## config.mk

```make
export PLATFORM = sky130hd
export DESIGN_NAME = snd_data_packetizer
export DESIGN_NICKNAME = d
export VERILOG_FILES = /design/src/rtl/snd_data_packetizer.sv
export SDC_FILE = /design/constraint.sdc
export NUM_CORES = 1
export LEC_CHECK = 0
export CORE_ASPECT_RATIO = 2
export CORE_UTILIZATION = 34
export CTS_BUF_LIST = sky130_fd_sc_hd__clkbuf_2
export CTS_CLUSTER_DIAMETER = 120
export DETAILED_ROUTE_END_ITERATION = 8
export SETUP_SLACK_MARGIN = 0.3
export SYNTH_ARGS = -nofsm -noshare
export SYNTH_HDL_FRONTEND = slang
export SYNTH_SLANG_ARGS = --single-unit
export TNS_END_PERCENT = 10
```

## constraint.sdc

```tcl
create_clock -name core_clk -period 4.1 [get_ports core_clk]
set_input_delay 0.82 -clock core_clk [delete_from_list [all_inputs] [get_ports core_clk]]
set_output_delay 0.82 -clock core_clk [all_outputs]
set_load 0.05 [all_outputs]
```

## src/rtl/snd_data_packetizer.sv

```systemverilog
// UDT data-packet header insertion for the first-transmission stream.
// Owns the first-transmission sequence and message counters and reports each completed packet.
//
// state   | meaning
// IDLE    | waiting; accepts init_seq loads, starts a packet on pay_tvalid_i
// HDR0    | emitting header word 0: {0, seq} and {PP, O, msg}
// HDR1    | emitting header word 1: timestamp and destination socket ID
// PAYLOAD | combinational pass-through of the payload stream until tlast
module snd_data_packetizer #(
   parameter logic [1:0] MSG_BOUNDARY = 2'b11,
   parameter logic       IN_ORDER     = 1'b0
) (
   input  logic        core_clk,
   input  logic        core_rst_n,
   input  logic [63:0] pay_tdata_i,
   input  logic [7:0]  pay_tkeep_i,
   input  logic        pay_tvalid_i,
   input  logic        pay_tlast_i,
   output logic        pay_tready_o,
   output logic [63:0] pkt_tdata_o,
   output logic [7:0]  pkt_tkeep_o,
   output logic        pkt_tvalid_o,
   output logic        pkt_tlast_o,
   input  logic        pkt_tready_i,
   input  logic [30:0] init_seq_i,
   input  logic        init_seq_valid_i,
   output logic        init_seq_ready_o,
   input  logic [31:0] timestamp_i,
   input  logic [31:0] dst_socket_id_i,
   output logic [30:0] sent_seq_o,
   output logic [15:0] sent_bytes_o,
   output logic        sent_valid_o
);

   typedef enum logic [1:0] {IDLE, HDR0, HDR1, PAYLOAD} state_t;

   state_t      state_q, state_d;
   logic [30:0] seq_q, seq_d;
   logic [28:0] msg_q, msg_d;
   logic [31:0] ts_q, ts_d;
   logic [31:0] sock_q, sock_d;
   logic [15:0] byte_cnt_q, byte_cnt_d;
   logic [30:0] sent_seq_q, sent_seq_d;
   logic [15:0] sent_bytes_q, sent_bytes_d;
   logic        sent_valid_q, sent_valid_d;

   logic [16:0] cnt_sum_w;
   logic [15:0] cnt_sat;
   logic        pay_hs;

   // Header words are big-endian on the wire; byte 0 sits in bits [7:0].
   function automatic logic [31:0] bswap32(input logic [31:0] x);
      return {x[7:0], x[15:8], x[23:16], x[31:24]};
   endfunction

   function automatic logic [3:0] popcount8(input logic [7:0] k);
      logic [3:0] n;
      n = 4'd0;
      for (int i = 0; i < 8; i++) begin
         n = n + {3'd0, k[i]};
      end
      return n;
   endfunction

   assign pay_hs    = (state_q == PAYLOAD) && pay_tvalid_i && pkt_tready_i;
   assign cnt_sum_w = {1'b0, byte_cnt_q} + {13'd0, popcount8(pay_tkeep_i)};
   assign cnt_sat   = cnt_sum_w[16] ? 16'hFFFF : cnt_sum_w[15:0];

   always_comb begin
      pkt_tdata_o      = 64'd0;
      pkt_tkeep_o      = 8'd0;
      pkt_tvalid_o     = 1'b0;
      pkt_tlast_o      = 1'b0;
      pay_tready_o     = 1'b0;
      init_seq_ready_o = 1'b0;
      case (state_q)
         IDLE: begin
            init_seq_ready_o = 1'b1;
         end
         HDR0: begin
            pkt_tdata_o  = {bswap32({MSG_BOUNDARY, IN_ORDER, msg_q}), bswap32({1'b0, seq_q})};
            pkt_tkeep_o  = 8'hFF;
            pkt_tvalid_o = 1'b1;
         end
         HDR1: begin
            pkt_tdata_o  = {bswap32(sock_q), bswap32(ts_q)};
            pkt_tkeep_o  = 8'hFF;
            pkt_tvalid_o = 1'b1;
         end
         PAYLOAD: begin
            pkt_tdata_o  = pay_tdata_i;
            pkt_tkeep_o  = pay_tkeep_i;
            pkt_tvalid_o = pay_tvalid_i;
            pkt_tlast_o  = pay_tlast_i;
            pay_tready_o = pkt_tready_i;
         end
         default: ;
      endcase
   end

   always_comb begin
      state_d      = state_q;
      seq_d        = seq_q;
      msg_d        = msg_q;
      ts_d         = ts_q;
      sock_d       = sock_q;
      byte_cnt_d   = byte_cnt_q;
      sent_seq_d   = sent_seq_q;
      sent_bytes_d = sent_bytes_q;
      sent_valid_d = 1'b0;
      case (state_q)
         IDLE: begin
            if (init_seq_valid_i) begin
               seq_d = init_seq_i;
               msg_d = 29'd0;
            end else if (pay_tvalid_i) begin
               ts_d    = timestamp_i;
               sock_d  = dst_socket_id_i;
               state_d = HDR0;
            end
         end
         HDR0: begin
            if (pkt_tready_i) state_d = HDR1;
         end
         HDR1: begin
            if (pkt_tready_i) state_d = PAYLOAD;
         end
         PAYLOAD: begin
            if (pay_hs) begin
               byte_cnt_d = cnt_sat;
               if (pay_tlast_i) begin
                  // Report the pre-increment seq alongside the final byte count.
                  sent_valid_d = 1'b1;
                  sent_seq_d   = seq_q;
                  sent_bytes_d = cnt_sat;
                  seq_d        = seq_q + 31'd1;
                  msg_d        = msg_q + 29'd1;
                  byte_cnt_d   = 16'd0;
                  state_d      = IDLE;
               end
            end
         end
         default: state_d = IDLE;
      endcase
   end

   always_ff @(posedge core_clk or negedge core_rst_n) begin
      if (!core_rst_n) begin
         state_q      <= IDLE;
         seq_q        <= 31'd0;
         msg_q        <= 29'd0;
         ts_q         <= 32'd0;
         sock_q       <= 32'd0;
         byte_cnt_q   <= 16'd0;
         sent_seq_q   <= 31'd0;
         sent_bytes_q <= 16'd0;
         sent_valid_q <= 1'b0;
      end else begin
         state_q      <= state_d;
         seq_q        <= seq_d;
         msg_q        <= msg_d;
         ts_q         <= ts_d;
         sock_q       <= sock_d;
         byte_cnt_q   <= byte_cnt_d;
         sent_seq_q   <= sent_seq_d;
         sent_bytes_q <= sent_bytes_d;
         sent_valid_q <= sent_valid_d;
      end
   end

   assign sent_seq_o   = sent_seq_q;
   assign sent_bytes_o = sent_bytes_q;
   assign sent_valid_o = sent_valid_q;

endmodule

```

Word level (Yosys, flattened, before mapping)
Index checks and enable logic that the tools add are counted.
Word-level totals
  output and inout bits: 124
  word-level logic and storage cells: 66
  register bits after elaboration: 190
  input port bits: 173
Operators by class
  multiplexer cells: 26
  $add $sub $neg: 10
  bitwise gates (word level): 1
  equal/unequal tests: 10
  reduce and logical (&&, ||, !) cells: 10
Operator list (number)
  64-bit case mux with 3 select lines: 1
  31-bit 2-to-1 mux: 3
  29-bit 2-to-1 mux: 3
  31-bit case mux with 2 select lines: 1
  29-bit case mux with 2 select lines: 1
  16-bit 2-to-1 mux: 2
  31-bit by 1-bit adder with 31-bit output (second input constant): 1
  29-bit by 1-bit adder with 29-bit output (second input constant): 1
  16-bit by 4-bit adder with 17-bit output: 1
  4-bit by 1-bit adder with 4-bit output: 4
  8-bit case mux with 2 select lines: 1
  2-bit != test (second input constant): 7
  2-bit 2-to-1 mux: 6
  2-bit case mux with 4 select lines: 1
  1-bit 2-to-1 mux: 6
  3-bit AND reduction: 2
  6-bit AND reduction: 1
  3-bit by 1-bit adder with 4-bit output: 1
  2-bit == test (second input constant): 2
  4-bit AND reduction: 1
  2-bit by 1-bit adder with 3-bit output: 1
  1-bit by 1-bit adder with 2-bit output: 1
  2-bit by 1-bit == test with 1-bit output (second input constant): 1
  1-bit logical AND: 2
  other kinds (6): 6

Longest topological paths before layout
Gate-level depths: netlist (run 1).
  word-level depth: 10
  depth in mapped cells: 13
  depth with buffers taken out: 12

Least setup slack after synthesis (run 1)
Ideal clock, no wire load.
  path kind: input to register
  from: input pay_tkeep_i[0]
  to: register byte_cnt_q[10]
  data arrival time: 4.167 ns
  setup time: 0.077 ns
  stages: 13
  required time: 4.023 ns
  path slack: -0.144 ns
  buffers on the path: 1
  cell sequence: fa_1 > inv_1 > fa_1 > fa_1 > fa_1 > inv_1 > fa_1 > a211oi_1 > or2_1 > or3_4 > buf_6 > a31o_2 > a21oi_1
On the way
  word-level cells in the longest chain between the ends: 10
Ends and longest elaborated chain
  start, declared: RTL line 16  | input logic [7:0] pay_tkeep_i,
  1-bit by 1-bit adder with 2-bit output: RTL line 60  | n = n + {3'd0, k[i]};
  2-bit by 1-bit adder with 3-bit output: RTL line 60
  3-bit by 1-bit adder with 4-bit output: RTL line 60
  4-bit by 1-bit adder with 4-bit output (4 in series): RTL line 60
  16-bit by 4-bit adder with 17-bit output: RTL line 66  | assign cnt_sum_w = {1'b0, byte_cnt_q} + {13'd0, popcount8(pay_tkeep_i)};
  16-bit 2-to-1 mux: RTL line 67  | assign cnt_sat = cnt_sum_w[16] ? 16'hFFFF : cnt_sum_w[15:0];
  16-bit 2-to-1 mux: RTL line 131  | if (pay_tlast_i) begin
  end signal, assigned: RTL line 164  | byte_cnt_q <= byte_cnt_d;
  end, declared: RTL line 42  | logic [15:0] byte_cnt_q, byte_cnt_d;
No other way between the ends.
A chain may end at the register's enable or synchronous reset.

Worst setup path in the final report (run 1)
  from: input pay_tkeep_i[0]
  to: register byte_cnt_q[8]
Same word-level chain as after synthesis.

==> results_dict.tcl, run 1 <==
set metrics [dict create \
    final-setup-viol-count 0 \
    yosysUniqueCellTypes 63 \
    mean_syn_cell_area_um2 9.45 \
    grt_pass1_vias 9622 \
    post_synth_main_area_contributors "sky130_fd_sc_hd__dfrtp_1 47%, sky130_fd_sc_hd__mux2_2 7.2%, sky130_fd_sc_hd__a222oi_1 5.9%" \
    area.growth.synth_to_final_pct 36.4 \
    drive_gt1_share_pct 13.3 \
    clock_tree.htree_level_count 4 \
    rsz0062_at_grt "yes" \
    clk_path_buf_depth 2 \
    critPathRequiredTime_ps 4910 \
    routed_via_density 5.64 \
    effective_utilization_at_floorplan_pct 34.6 \
    routed-via-count 9767 \
    yosys.area.top_type_share_pct 46.6 \
    timing.final.crit_share_pct 94.6 \
    num_io_pins 297 \
    tritoncts_clock_tree "done" \
    critical_path.max_fanout 7 \
    timing.clock.skew_ps 46.9 \
    grt-ovfl-total 0 \
    synth-edff-count 0 \
    drtAntennaViolNets 0 \
    grt_max_degree 78 \
    portion_of_the_post_synthesis_area_used_by_sequential_elements_pct 46.6 \
    mapped_nets 1270 \
    critPathLaunchType "input pin" \
    cts_root_buf "sky130_fd_sc_hd__clkbuf_2" \
    crit_type "input pin to flip-flop" \
    clock_pin_slew_of_the_registers_on_the_worst_case_setup_and_hold_paths_ps 310 \
    finalNetCount 1540 \
    leakage_nw 6.08 \
    drv_slew 0 \
    insertion_delay_ps 900 \
    row_count 89 \
    crit_slowest_cell "sky130_fd_sc_hd__fa_1" \
    numCtsBuffers 17 \
    hpwl_um 27200 \
    globalRouteTotalUtil_pct 24.3 \
    die_width_um 124 \
    drt_first_pass_iters 8 \
    cts_num_sinks 190 \
    power_density_nw_per_um2 797 \
    peakVddDrop_v 0.000394 \
    drc_errors 0 \
    chipHeight_um 247 \
    worst_pin_slew_ps 1090 \
    postRouteWirelength_um 37500 \
    cell_by_cell_trace_of_the_critical_path "clkdlybuf4s50_1 -> fa_1 -> inv_1 -> fa_1 -> fa_1 -> fa_2 -> inv_2 -> fa_2 -> a211oi_2 -> buf_4 -> nor2_1 -> buf_4 -> and3_1 -> a31o_2 -> a21oi_1" \
    critical-path-top-cell-by-count "sky130_fd_sc_hd__fa_1" \
    timing.final.crit_period_ps 3880 \
    crit_path_max_incr_delay_ps 550 \
    grt_pass1_wl_um 56700 \
    worst_setup_path_end_kind "flip-flop" \
    initial_antenna_violation_count 6 \
    synth_flop_cell "sky130_fd_sc_hd__dfrtp_1" \
    worst-endpoint-arrival_ps 4690 \
    finish.instance_area_um2 13900 \
    synthArstFlopShare_pct 100 \
    wl_per_cell_um 21.7 \
    clock.fmax_mhz 258 \
    max-cap-violations 0 \
    ys_seq_elements 190 \
    setup.reg_to_reg.worst_slack_ps 690 \
    drtIter0Drc 767 \
    status "finished, final reports clean" \
    core_region_area_um2 29500 \
    worst_slew_margin_rel_pct 26.5 \
    synthDominantAreaCellType "sky130_fd_sc_hd__dfrtp_1" \
    final_hold_viol_count 0 \
    min_path_type "input pin to asynchronous set/reset pin" \
    report.power.total_mw 11.1 \
    die_area_um2 30700 \
    post_synth_instance_area_um2 10200 \
    port_buffers 296 \
    synth.yosys.warnings 0 \
    placed_cell_area_um2 13600 \
    routability_driven_placement_congestion_ratio 0.859 \
    synth_cells 1079 \
]
## layout make-up
class / instances / area (µm²)
antenna: 7 / 17.5
clock buffer: 19 / 95.1
clock inverter: 13 / 116
fill: 2852 / 15600
inverter: 21 / 78.8
multi-input combinational: 781 / 5060
sequential: 190 / 4760
tap: 364 / 455
timing repair buffer: 338 / 3320
## layout by cell type, fill, tap and decap left out, types with 7 or more instances in the layout
cell type	netlist	routed
sky130_fd_sc_hd__inv_1	20	19
sky130_fd_sc_hd__dfrtp_1	190	188
sky130_fd_sc_hd__xor2_1	13	13
sky130_fd_sc_hd__buf_12	0	9
sky130_fd_sc_hd__ha_1	13	9
sky130_fd_sc_hd__and3_1	16	16
sky130_fd_sc_hd__nor3_1	12	12
sky130_fd_sc_hd__nor4_1	11	11
sky130_fd_sc_hd__buf_4	2	30
sky130_fd_sc_hd__nand2_1	132	132
sky130_fd_sc_hd__a222oi_1	60	60
sky130_fd_sc_hd__xnor2_1	20	20
sky130_fd_sc_hd__dlygate4sd2_1	0	61
sky130_fd_sc_hd__diode_2	0	7
sky130_fd_sc_hd__a21oi_1	67	67
sky130_fd_sc_hd__a31oi_1	10	10
sky130_fd_sc_hd__mux2i_1	14	14
sky130_fd_sc_hd__and2_1	9	9
sky130_fd_sc_hd__clkbuf_2	5	25
sky130_fd_sc_hd__nor2_1	136	136
sky130_fd_sc_hd__o22ai_1	23	23
sky130_fd_sc_hd__clkdlybuf4s50_1	0	220
sky130_fd_sc_hd__nand3_1	36	36
sky130_fd_sc_hd__mux2_2	65	65
sky130_fd_sc_hd__o21ai_0	41	41
sky130_fd_sc_hd__or3_1	7	7
sky130_fd_sc_hd__nand4_1	26	26
## where the power goes
group	total, mW	leakage (nW)	switching (mW)	internal, mW
registers	3.37	2.37	0.793	2.58
logic	6.76	3.58	4.43	2.34
clock network	0.950	0.131	0.722	0.228
total	11.1	6.08	5.94	5.14
## cell families after synthesis
family | after synthesis | share of synthesized area [%]
buffers and inverters | 108 | 4.26
flip-flops | 190 | 46.6
multiplexers | 79 | 8.55
XOR/XNOR | 33 | 2.83
adder cells (fa/ha/maj) | 18 | 2.58
AND/OR/NAND/NOR | 411 | 18.5
AO/OA/AOI/OAI | 240 | 16.6
## timing repair
item                       in CTS  in global routing
pin swaps                       1                  0
setup endpoints to repair      76                 82
hold endpoints to repair       75                  0
resized for setup              88                 16
buffers inserted                7                  0
hold buffers                    1                  0
## metal layers
layer	wire (µm)	track usage (%)
met3	2010	4.87
met1	13700	26.4
met2	20700	45.3
met4	1170	10.2
met5	0	0
## stage by stage
stage | worst slack, ps | instances | hold slack (ps) | utilization, % | setup TNS (ps)
after detailed placement | -673 | 1686 | 464 | 46.2 | -17250
final | 221 | 1733 | 455 | 47.1 | 0
after global routing | 76.1 | 1732 | 420 | 47.1 | 0
after global placement | -607 | 1686 | 463 | 46.2 | -15990
after floorplan | -70.7 | 1079 | 456 | - | -252
after CTS | 132 | 1726 | 415 | 47.1 | 0
## critical path: cells and delay by family
family	cells	cell delay [ps]
AOI/OAI and AO/OA	3	650
adders and majority gates	5	2100
buffers and inverters	5	880
and+or+nand+nor	2	250
## registers in the layout, indices dropped and copies added (netlist names)
signal / count
byte_cnt_q: 16
sent_valid_o: 1
ts_q: 32
msg_q: 29
sent_bytes_o: 16
sock_q: 32
seq_q: 31
state_q: 2
sent_seq_o: 31
## Yosys cell counts, types with 8 or more instances
master / instances
sky130_fd_sc_hd__a21oi_1: 67
sky130_fd_sc_hd__a222oi_1: 60
sky130_fd_sc_hd__a31oi_1: 10
sky130_fd_sc_hd__and2_1: 9
sky130_fd_sc_hd__and3_1: 16
sky130_fd_sc_hd__buf_1: 8
sky130_fd_sc_hd__clkbuf_1: 65
sky130_fd_sc_hd__dfrtp_1: 190
sky130_fd_sc_hd__ha_1: 13
sky130_fd_sc_hd__inv_1: 20
sky130_fd_sc_hd__mux2_2: 65
sky130_fd_sc_hd__mux2i_1: 14
sky130_fd_sc_hd__nand2_1: 132
sky130_fd_sc_hd__nand3_1: 36
sky130_fd_sc_hd__nand4_1: 26
sky130_fd_sc_hd__nor2_1: 136
sky130_fd_sc_hd__nor3_1: 12
sky130_fd_sc_hd__nor4_1: 11
sky130_fd_sc_hd__o21ai_0: 41
sky130_fd_sc_hd__o22ai_1: 23
sky130_fd_sc_hd__xnor2_1: 20
sky130_fd_sc_hd__xor2_1: 13
## worst paths after layout
kind	startpoint	endpoint	depth (start not counted)
hold / removal	core_rst_n	byte_cnt_q[9]	2
min in group core_clk	timestamp_i[29]	ts_q[29]	2
setup reg to reg	byte_cnt_q[0]	byte_cnt_q[8]	13
max in group asynchronous	core_rst_n	sent_seq_o[24]	3
hold reg to reg	sent_bytes_o[14]	sent_bytes_o[14]	2
setup / recovery	pay_tkeep_i[0]	byte_cnt_q[8]	15
No activity file was read; power rests on OpenSTA's default activity.
==> run 2, diff against run 1 <==
CTS_CLUSTER_SIZE = 10   (was not set)
TNS_END_PERCENT = not set   (was 10)
==> run 2 against run 1 <==
Against the previous run: critical path depth decreased by 1; largest cell class unchanged; clock skew decreased by 0.89 ps; clock-buffer cell count unchanged; maximum frequency increased by 3.1%; clock power increased by 18%; combinational power increased by 1%; sequential share of layout area decreased by 0.29 points; cell area increased by 0.86%.
==> results_dict.tcl, run 2 (synthesized netlist as in run 1, its figures left out) <==
set metrics [dict create \
    final-setup-viol-count 0 \
    postRouteWirelength_um 37500 \
    grt_max_degree 84 \
    globalRouteTotalUtil_pct 24.6 \
    drc_errors 0 \
    peakVddDrop_v 0.000376 \
    cts_num_sinks 190 \
    numCtsBuffers 17 \
    area.growth.synth_to_final_pct 37.5 \
    wl_per_cell_um 21.5 \
    status "finished, final reports clean" \
    drive_gt1_share_pct 17.5 \
    chipHeight_um 247 \
    initial_antenna_violation_count 6 \
    routed_via_density 5.59 \
    power_density_nw_per_um2 808 \
    core_region_area_um2 29500 \
    place_inst 1698 \
    crit_type "input pin to flip-flop" \
    worst_setup_path_end_kind "flip-flop" \
    final_hold_viol_count 0 \
    routability_driven_placement_congestion_ratio 0.876 \
    setup_slack_ps 337 \
    finish.instance_area_um2 14000 \
    timing.clock.skew_ps 46.0 \
    final_common_cell "sky130_fd_sc_hd__clkdlybuf4s50_1" \
    tritoncts_clock_tree "done" \
    worst-endpoint-arrival_ps 4540 \
    row_count 89 \
    final_cell_mix "219 x sky130_fd_sc_hd__clkdlybuf4s50_1, 188 x sky130_fd_sc_hd__dfrtp_1, 136 x sky130_fd_sc_hd__nor2_1" \
    drtAntennaViolNets 0 \
    port_buffers 296 \
    rsz0062_at_grt "yes" \
    min_path_type "input pin to asynchronous set/reset pin" \
    critPathLaunchType "input pin" \
    timing.final.crit_share_pct 91.8 \
    worst_slew_margin_rel_pct 27.9 \
    clock_tree.htree_level_count 4 \
    leakage_nw 6.02 \
    finalHoldWorstSlack_ps 457 \
    final_util_pct 47.5 \
    clk_path_buf_depth 2 \
    clock.fmax_mhz 266 \
    worst_pin_slew_ps 1070 \
    reg_top3 "sock_q (32), ts_q (32)" \
    finalNetCount 1552 \
    effective_utilization_at_floorplan_pct 34.6 \
    drt_first_pass_iters 9 \
    timing.final.crit_period_ps 3760 \
    grt-ovfl-total 0 \
    report.power.total_mw 11.3 \
    tns_ps 0 \
    cts_root_buf "sky130_fd_sc_hd__clkbuf_2" \
    placed_cell_area_um2 13700 \
    critPathRequiredTime_ps 4880 \
    clock_pin_slew_of_the_registers_on_the_worst_case_setup_and_hold_paths_ps 310 \
    drv_slew 0 \
    drtIter0Drc 752 \
    insertion_delay_ps 870 \
    grt_pass1_vias 9916 \
    die_area_um2 30700 \
    grt_pass1_wl_um 57400 \
    routed-via-count 9759 \
    die_width_um 124 \
    num_io_pins 297 \
    finish.cell_count_without_fillers 1745 \
    dpl_worst_slack_ps -674 \
    critical_path.max_fanout 4 \
    hpwl_um 27500 \
    max-cap-violations 0 \
]
-- run 2: layer usage --
| layer | GRT usage (%) | wire (µm) |
|---|---|---|
| met5 | 0 | 0 |
| met4 | 13.3 | 1580 |
| met3 | 3.94 | 1830 |
| met2 | 45.1 | 20200 |
| met1 | 26.7 | 14000 |
-- run 2: path summary, 6_finish.rpt --
path / start / endpoint / slack, ps / cells after the start
max: pay_tkeep_i[1] / byte_cnt_q[7] / 340 / 14
min: core_rst_n / byte_cnt_q[6] / 460 / 2
max reg2reg: byte_cnt_q[0] / byte_cnt_q[7] / 800 / 12
min reg2reg: sent_seq_o[14] / sent_seq_o[14] / 510 / 2
max in group asynchronous: core_rst_n / ts_q[17] / 2740 / 3
min in group core_clk: sent_seq_o[14] / sent_seq_o[14] / 510 / 2
-- run 2: final cells by class --
type | count | area (µm²)
timing repair buffer | 349 | 3330
clock inverter | 13 | 188
clock buffer | 19 | 95.1
tap | 364 | 455
fill | 2852 | 15500
multi-input combinational | 782 | 5100
sequential | 190 | 4760
antenna | 7 | 17.5
inverter | 21 | 78.8
-- run 2: worst max-delay path: stages --
cell                              delay [ps]
sky130_fd_sc_hd__clkdlybuf4s50_1         450
sky130_fd_sc_hd__fa_1                    510
sky130_fd_sc_hd__inv_1                    50
sky130_fd_sc_hd__fa_1                    490
sky130_fd_sc_hd__fa_1                    430
sky130_fd_sc_hd__fa_2                    370
sky130_fd_sc_hd__inv_2                    70
sky130_fd_sc_hd__fa_2                    230
sky130_fd_sc_hd__a211oi_4                 70
sky130_fd_sc_hd__or2_4                   260
sky130_fd_sc_hd__nor3_2                  260
sky130_fd_sc_hd__buf_4                   160
sky130_fd_sc_hd__o21ai_0                 100
sky130_fd_sc_hd__a211oi_2                270
-- run 2: repair_timing --
action / in CTS / in global routing
cloned: 0 / 1
endpoints found under the setup margin: 77 / 47
endpoints found under the hold margin: 79 / 0
resized for setup: 149 / 54
hold buffers: 1 / 0
pin swaps: 4 / 6
buffers inserted: 6 / 0
-- run 2: where the power goes --
part	leakage [nW]	switching, mW	internal (mW)	total [mW]
sequential	2.37	0.766	2.58	3.35
clock	0.168	0.703	0.413	1.12
combinational	3.48	4.49	2.37	6.86
total	6.02	5.96	5.36	11.3
==> run 3, diff against run 2 <==
CTS_BUF_LIST = sky130_fd_sc_hd__clkbuf_16   (was sky130_fd_sc_hd__clkbuf_2)
==> run 3 against run 2 <==
Against the previous run: utilization is 2.2 points higher; die area stayed put; cell area is 4.7% higher; flip-flop and latch count stayed put; cell count hardly changed; register-to-register slack better by 40 ps; critical path depth is 1 lower; power is 8.3% higher; worst setup slack worse by 94 ps; non-clock buffer count is 1 higher; clock-buffer cell count is 2 lower; sequential power hardly changed; critical path type unchanged; largest power group unchanged.
==> results_dict.tcl, run 3 (synthesized netlist as in run 1, its figures left out) <==
set metrics [dict create \
    dpl_worst_slack_ps -674 \
    drt_first_pass_iters 8 \
    setup_slack_ps 243 \
    crit_path_max_incr_delay_ps 520 \
    worst_pin_slew_ps 1050 \
    effective_utilization_at_floorplan_pct 34.6 \
    worst_setup_path_end_kind "flip-flop" \
    crit_buf_inv 3 \
    num_io_pins 297 \
    setup.reg_to_reg.worst_slack_ps 840 \
    power_density_nw_per_um2 836 \
    grt-ovfl-total 0 \
    timing.final.crit_share_pct 94.1 \
    critical-path-top-cell-by-count "sky130_fd_sc_hd__fa_1" \
    grt_pass1_vias 9905 \
    clock_tree.htree_level_count 4 \
    timing.final.crit_period_ps 3860 \
    cts_num_sinks 190 \
    swShare_pct 49.3 \
    cell_internal_pwr_mw 6.22 \
    power.share.combinational_pct 57.8 \
    status "finished, final reports clean" \
    insertion_delay_ps 460 \
    grt.met3_usage_pct 4.28 \
    min_path_type "input pin to asynchronous set/reset pin" \
    routed-via-count 9772 \
    tritoncts_clock_tree "done" \
    grt_use_met2_pct 44.8 \
    final_hold_viol_count 0 \
    routed_via_density 5.60 \
    drtAntennaViolNets 0 \
    final_common_cell "sky130_fd_sc_hd__clkdlybuf4s50_1" \
    initial_antenna_violation_count 6 \
    worstRegToRegCells 11 \
    drc_errors 0 \
    max-cap-violations 0 \
    core_region_area_um2 29500 \
    worst_path_dominant_cell_family "adder cells" \
    finish.cell_count_without_fillers 1746 \
    leakage_nw 6.78 \
    crit_type "input pin to flip-flop" \
    clk_path_buf_depth 2 \
    area.growth.synth_to_final_pct 43.9 \
    cell_by_cell_trace_of_the_critical_path "buf_8 -> fa_1 -> inv_1 -> fa_1 -> fa_1 -> fa_2 -> inv_2 -> fa_2 -> a211oi_4 -> or2_4 -> or3_4 -> a31o_2 -> a21oi_2" \
    crit_slowest_cell "sky130_fd_sc_hd__fa_1" \
    chipHeight_um 247 \
    globalRouteTotalUtil_pct 24.6 \
    drv_slew 0 \
    finalNetCount 1553 \
    rsz0062_at_grt "yes" \
    cts_root_buf "sky130_fd_sc_hd__clkbuf_16" \
    timing.clock.skew_ps 15.8 \
    port_buffers 296 \
    final_cell_mix "247 x sky130_fd_sc_hd__clkdlybuf4s50_1, 190 x sky130_fd_sc_hd__dfrtp_1, 136 x sky130_fd_sc_hd__nor2_1" \
    worst-endpoint-arrival_ps 4250 \
    critPathLaunchType "input pin" \
    place_inst 1698 \
    critical_path.max_fanout 5 \
    peakVddDrop_v 0.000443 \
    routability_driven_placement_congestion_ratio 0.876 \
    reg_top3 "sock_q (32), ts_q (32)" \
    numCtsBuffers 17 \
    clock_pin_slew_of_the_registers_on_the_worst_case_setup_and_hold_paths_ps 80 \
    row_count 89 \
    worst_slew_margin_rel_pct 29.6 \
    groute.layer.met1.usage_pct 27.0 \
    critical_path.reg2reg.endpoint "byte_cnt_q[8]" \
    switch_pwr_mw 6.05 \
    tns_ps 0 \
    critPathRequiredTime_ps 4490 \
    pwr-share-clk_pct 14.7 \
    finalHoldWorstSlack_ps 379 \
    die_area_um2 30700 \
    drtIter0Drc 737 \
    clock.fmax_mhz 259 \
    grt_max_degree 84 \
    holdBufCountCts 0 \
    postRouteWirelength_um 37700 \
    critical_path.reg2reg.startpoint "byte_cnt_q[0]" \
    die_width_um 124 \
    wl_per_cell_um 21.6 \
    grt_pass1_wl_um 57400 \
    gr-max-usage-layer "met2" \
    drive_gt1_share_pct 14.2 \
    hpwl_um 27500 \
    final-setup-viol-count 0 \
    seqPwrFrac_pct 27.5 \
]
run 3: changes by cell type in the layout (fill, tap and decap cells not counted), sizes merged:
| cell | delta |
|---|---|
| clkdlybuf4s18 | -1 |
| dlygate4sd2 | -15 |
| dlymetal6s2s | +42 |
| clkdlybuf4s15 | -28 |
| dlygate4sd3 | -1 |
| buf | +4 |
| clkbuf | -30 |
| inv | +2 |
| clkdlybuf4s50 | +28 |
run 3: worst max-delay path by stage:
stage	startpoint	endpoint	slack, ps	cells after the start
after floorplan	pay_tkeep_i[0]	byte_cnt_q[10]	-70	13
after global placement	pay_tkeep_i[0]	byte_cnt_q[8]	-620	13
after detailed placement	pay_tkeep_i[0]	byte_cnt_q[7]	-670	13
after CTS	pay_tkeep_i[0]	byte_cnt_q[7]	150	13
after global routing	pay_tkeep_i[0]	byte_cnt_q[8]	170	14
final	pay_tkeep_i[0]	byte_cnt_q[8]	240	13
run 3: power by group through the flow:
stage	Sequential, mW	Clock [mW]	Combinational (mW)
after global routing	3.45	1.92	7.52
final	3.37	1.81	7.09
after floorplan	3.66	0	4.13
after CTS	3.36	1.84	7.08
after detailed placement	3.40	0	7.00
after global placement	3.37	0	6.95
run 3: through the flow:
| step | util (%) | power (mW) | area (µm²) |
|---|---|---|---|
| after global routing | 49.7 | 12.9 | 14700 |
| after floorplan | - | 7.79 | 10200 |
| after global placement | 46.5 | 10.3 | 13700 |
| after CTS | 48.9 | 12.3 | 14400 |
| after detailed placement | 46.5 | 10.4 | 13700 |
| final | 49.7 | 12.3 | 14700 |
run 3: cell type report:
cell class,count,area (µm²)
diodes,7,17.5
clock buffers,17,425
clock inverters,15,195
fillers,2752,14800
inverters,21,78.8
multi-input cells,782,5180
flip-flops and latches,190,4750
well taps,364,455
repair buffers,350,3570
run 3: timing repair:
item | 4_1_cts | 5_1_grt
cloned | 1 | 0
resized for setup | 22 | 61
buffers inserted | 6 | 2
endpoints found under the setup margin | 44 | 75
pin swaps | 21 | 13
run 3: per-layer routing:
metal,vias up,routed length [µm]
met5,-,0
met4,0,1560
met3,68,1740
met2,366,20300
met1,4842,14100
li1,4496,-
